### src/rtl/voter_session.sv
// Purpose : gather one ballot per voter over a bounded window, tally yes votes, classify LOW/MID/HIGH.
// Latency : last accepted ballot in OPEN cycle T -> result_vld at T+2 (OPEN -> COUNT -> DONE).
// Backpr. : result held in DONE until result_ack; start ignored outside IDLE. Macro: VOTER_SESSION_REVOTE_EN.
module voter_session #(
   parameter int N_VOTERS = 4,
   parameter int LOW_MAX  = 1,
   parameter int HIGH_MIN = 3,
   parameter int WINDOW   = 16
) (
   input  logic                              clk,
   input  logic                              rst,
   input  logic                              start,
   input  logic [N_VOTERS-1:0]               vote_vld,
   input  logic [N_VOTERS-1:0]               vote_val,
   output logic                              busy,
   output logic                              result_vld,
   input  logic                              result_ack,
   output logic [$clog2(N_VOTERS+1)-1:0]     yes_cnt,
   output logic [$clog2(N_VOTERS+1)-1:0]     cast_cnt,
   output logic [2:0]                        class_o,
   output logic                              timeout,
   output logic                              dup_err
);

   localparam int CW = $clog2(N_VOTERS+1);
   localparam int TW = $clog2(WINDOW);

   localparam logic [2:0] CLS_LOW  = 3'b001;
   localparam logic [2:0] CLS_MID  = 3'b010;
   localparam logic [2:0] CLS_HIGH = 3'b100;

   typedef enum logic [1:0] {
      S_IDLE  = 2'd0,
      S_OPEN  = 2'd1,
      S_COUNT = 2'd2,
      S_DONE  = 2'd3
   } state_t;

   state_t              state;
   state_t              state_nxt;

   logic [N_VOTERS-1:0] cast;
   logic [N_VOTERS-1:0] ballot;
   logic [TW-1:0]       timer;

   logic [N_VOTERS-1:0] accept;
   logic [N_VOTERS-1:0] cast_nxt;
   logic [N_VOTERS-1:0] ballot_nxt;
   logic                dup_hit;
   logic                win_end;
   logic                all_in;
   logic                close;
   logic [CW-1:0]       yes_nxt;

   function automatic logic [CW-1:0] popcnt(input logic [N_VOTERS-1:0] v);
      logic [CW-1:0] c;
      c = '0;
      for (int i = 0; i < N_VOTERS; i++) begin
         c = c + CW'(v[i]);
      end
      return c;
   endfunction

   // HIGH wins over LOW only if thresholds were misconfigured; normally exactly one range matches
   function automatic logic [2:0] class_of(input logic [CW-1:0] y);
      logic [2:0] c;
      if (int'(y) >= HIGH_MIN) begin
         c = CLS_HIGH;
      end else if (int'(y) <= LOW_MAX) begin
         c = CLS_LOW;
      end else begin
         c = CLS_MID;
      end
      return c;
   endfunction

   // Ballot acceptance and close conditions for the current OPEN cycle
   always_comb begin
      accept     = '0;
      dup_hit    = 1'b0;
      all_in     = 1'b0;
`ifdef VOTER_SESSION_REVOTE_EN
      // every strobe overwrites; the window always runs to the end
      accept     = vote_vld;
`else
      // first ballot sticks; repeats are only flagged
      accept     = vote_vld & ~cast;
      dup_hit    = |(vote_vld & cast);
      all_in     = &(cast | vote_vld);
`endif
      cast_nxt   = cast | vote_vld;
      ballot_nxt = (ballot & ~accept) | (vote_val & accept);
      win_end    = (timer == TW'(WINDOW-1));
      close      = win_end | all_in;
      yes_nxt    = popcnt(ballot & cast);
   end

   // State register
   always_ff @(posedge clk) begin
      if (rst) begin
         state <= S_IDLE;
      end else begin
         state <= state_nxt;
      end
   end

   // Next-state decode and state-derived handshake outputs
   always_comb begin
      state_nxt  = state;
      busy       = 1'b0;
      result_vld = 1'b0;
      case (state)
         S_IDLE: begin
            if (start) begin
               state_nxt = S_OPEN;
            end
         end
         S_OPEN: begin
            busy = 1'b1;
            if (close) begin
               state_nxt = S_COUNT;
            end
         end
         S_COUNT: begin
            busy      = 1'b1;
            state_nxt = S_DONE;
         end
         S_DONE: begin
            busy       = 1'b1;
            result_vld = 1'b1;
            // start in the same cycle is deliberately not looked at here
            if (result_ack) begin
               state_nxt = S_IDLE;
            end
         end
         default: begin
            state_nxt = S_IDLE;
         end
      endcase
   end

   // Session datapath: ballot capture, window timer, tally and duplicate flag
   always_ff @(posedge clk) begin
      if (rst) begin
         cast     <= '0;
         ballot   <= '0;
         timer    <= '0;
         yes_cnt  <= '0;
         cast_cnt <= '0;
         class_o  <= '0;
         timeout  <= 1'b0;
         dup_err  <= 1'b0;
      end else begin
         dup_err <= 1'b0;
         case (state)
            S_IDLE: begin
               if (start) begin
                  cast   <= '0;
                  ballot <= '0;
                  timer  <= '0;
               end
            end
            S_OPEN: begin
               timer   <= timer + TW'(1);
               cast    <= cast_nxt;
               ballot  <= ballot_nxt;
               dup_err <= dup_hit;
            end
            S_COUNT: begin
               yes_cnt  <= yes_nxt;
               cast_cnt <= popcnt(cast);
               timeout  <= ~(&cast);
               class_o  <= class_of(yes_nxt);
            end
            default: begin
               // DONE: result fields hold
            end
         endcase
      end
   end

endmodule

### config.mk
export PLATFORM = sky130hd
export DESIGN_NAME = voter_session
export DESIGN_NICKNAME = d
export VERILOG_FILES = /design/src/rtl/voter_session.sv
export SDC_FILE = /design/constraint.sdc
export NUM_CORES = 1
export LEC_CHECK = 0
export ABC_AREA = 1
export ABC_CLOCK_PERIOD_IN_PS = 2020
export CAP_MARGIN = 10
export CORE_ASPECT_RATIO = 1.1
export CORE_UTILIZATION = 46
export CTS_CLUSTER_SIZE = 14
export DETAILED_ROUTE_END_ITERATION = 8
export PLACE_DENSITY = 0.75
export SYNTH_ARGS = -nofsm -noshare
export SYNTH_HDL_FRONTEND = slang
export SYNTH_SLANG_ARGS = --single-unit
### constraint.sdc
create_clock -name clk -period 2.02 [get_ports clk]
set_input_delay 0.404 -clock clk [delete_from_list [all_inputs] [get_ports clk]]
set_output_delay 0.404 -clock clk [all_outputs]
set_load 0.01 [all_outputs]
==> metrics.txt <==
routed via count=roughly 1300; Post-Synth Simple-Gate Area=approximately 20%; hold crit path type=reg -> reg; Post-Route WL=approximately 3000 µm; die area=between 3000 and 4000 µm²; area of the mapped netlist=between 1000 and 1500 µm²; WL per Instance=around 12 µm; GRT overflow=0; Setup crit end=class_o[1]; worst reg-to-reg path cell count=10; Starting Density=between 40 and 50%; Max VDD drop=0.000646 V; post-synthesis xor/xnor area fraction=0%; Seq/Total Area, Yosys=~38%; Final setup viols=0; Initial DRC Count=52; Ys Warns=0; number of buffers created by CTS=3; Die Width=53.3 µm; Area Overhead vs Synth=27.3%; core area=between 2000 and 3000 µm²; Final Power=1.97 mW; First-pass DRT Iterations=4; largest area contributor in the netlist=dfxtp_1; Placed Instance Area=between 1500 and 2000 µm²; fin crit period=around 2.0 ns; crit path from=ballot[0]; Startpoint Class=flip-flop; worst rel slew slack=69.8%; top-area cell type share of the netlist area=~38%; Cells after DPL=roughly 240; antenna-violating nets left=0; EDFF count, synth=0; arrival time of the worst setup path=about 2.2 ns; Fmax=0.512 GHz; I/O Buffers=24; r2r endpoint=class_o[1]; Worst Path Class, Setup=reg -> reg; DRC violations left=0; Boundary Pins=25; status=completed; num rows=20; LEAKAGE=around 0.8 nW; initial antenna violation count=0; final hold vios=0; worst skew pair latency=approximately 0.33 ns; Worst Tran Pin Value=0.454 ns; max-cap violations=0; Total GRT Usage=21.7%; non-filler cells, final=approximately 240; vias in the first global route=1191; syn nets=203; post-synthesis compound-gate area fraction=16.9%; Async S/R FF share, synth=0%; n_diodes=0; largest net degree at the start of global routing=17; pwr dens=approximately 1200 nW/µm²; Adder-Cell Fraction of Synth Area=15.2%; CP Capture Type=flip-flop; vias per cell=about 5.2; CTS HTree Levels=1; design area=~1700 µm²; die height=58.4 µm; mux share of post-synthesis cell area=0%; RePlAce Congestion=roughly 0.85; CP Max Fanout=3; fraction of layout cells with a size suffix above 1=a little under an eighth; first-pass GRT wire length=5000 µm; Netlist cell types=27; synthesized flop and latch total=25; clk buf depth=2; DP HPWL=about 2200 µm; Synth Flop Type=dfxtp_1; Clk pin slew, worst setup/hold paths=0.14 ns; Root Driver=clkbuf_4; synth top area cells=dfxtp_1, ha_1, inv_1; Final period util=between 90% and 100%; fin. max-slew vios=0; Clock Skew=roughly 0.0057 ns; critical path required time=between 2 and 2.5 ns; Nets=between 200 and 250; Final Core Density=61.5%; CTS sink count=25; r2r setup slk=between 0.06 and 0.07 ns; CTS tree=yes; worst r2r src=ballot[0]; main combinational cell family by area after synthesis=simple AND/OR/NAND/NOR gates; Mapped Avg Cell Area=7.56 µm²; Cells after Synth=between 150 and 200
==> registers in the layout, indices dropped and copies added, names as in the netlist <==
signal	count
yes_cnt	3
timeout	1
ballot	4
class_o	3
state	2
dup_err	1
cast_cnt	3
cast	4
timer	4
==> area by class of cell <==
class	instances	area (µm²)
fillers	266	1060
multi-input cells	116	704
flip-flops and latches	25	507
repair buffers	30	288
inverters	33	126
well taps	33	41.3
clock buffers	4	26.3
==> layer usage <==
layer  track usage [%]  vias to the layer above  wire (µm)
met5                 0                        -          0
met4              10.2                        0         46
met3              2.33                        5        121
met2              36.8                       35       1410
met1              27.0                      586       1360
li1                  -                      631          -
==> cell usage in the layout (no fill, tap or decap), types with 2 or more instances in the layout <==
cell type,instances
nand3_1,8
nor3_1,3
buf_4,6
dfxtp_1,20
inv_1,29
nand2_1,28
o22ai_1,2
a21oi_1,12
ha_1,12
inv_2,2
dfxtp_2,5
o21ai_1,5
fa_1,2
clkbuf_4,3
o31ai_1,4
o21ai_0,7
nor2_1,22
clkdlybuf4s50_1,23
==> cell usage after synthesis, types with 4 or more instances <==
master   count
nor2_1      22
o21ai_1      5
nand2_1     28
inv_1       29
dfxtp_1     25
o21ai_0      7
nand3_1      8
o31ai_1      4
nor3_1       4
ha_1        13
a21oi_1     12
==> worst min-delay path by stage <==
stage | from | endpoint | slack (ns) | cells after the start
2_1_floorplan | timer[1] | timer[1] | 0.45 | 2
3_3_place_gp | yes_cnt[0] | yes_cnt[0] | 0.45 | 2
3_5_place_dp | yes_cnt[0] | yes_cnt[0] | 0.45 | 2
4_1_cts | yes_cnt[0] | yes_cnt[0] | 0.48 | 2
5_1_grt | yes_cnt[0] | yes_cnt[0] | 0.50 | 2
6_report | yes_cnt[0] | yes_cnt[0] | 0.47 | 2
==> timing repair <==
item,in CTS,in global routing
buffers inserted,0,1
resized for setup,2,7
hold buffers,0,0
endpoints found under the setup margin,2,3
==> through the flow <==
stage | hold WS, ns | worst slack, ns | TNS, ns
floorplan | 0.452 | 0.0535 | 0
CTS | 0.475 | 0.0141 | 0
detailed placement | 0.455 | 0.0184 | 0
global route | 0.499 | -0.00339 | -0.00339
finish | 0.470 | 0.0683 | 0
global placement | 0.449 | 0.0768 | 0
==> power by group <==
part	internal, mW	leakage, nW	total [mW]	switching (mW)
registers	0.621	0.206	0.707	0.0862
logic	0.439	0.596	1.03	0.586
clock network	0.0774	0.0150	0.233	0.156
==> critical path, cell delays in order (launching register included) <==
cell	delay, ns
dfxtp_2	0.36
nand2_1	0.07
fa_1	0.54
inv_1	0.04
ha_2	0.18
ha_1	0.29
nand2_1	0.07
inv_1	0.06
nor3_2	0.16
a21oi_1	0.06
nor2_1	0.08
==> cell families after synthesis <==
| family | count (synthesis) |
|---|---|
| flops | 25 |
| simple gates | 65 |
| compound gates | 36 |
| fa+ha+maj | 15 |
| buf+inv | 35 |
No activity file was read; power rests on OpenSTA's default activity.
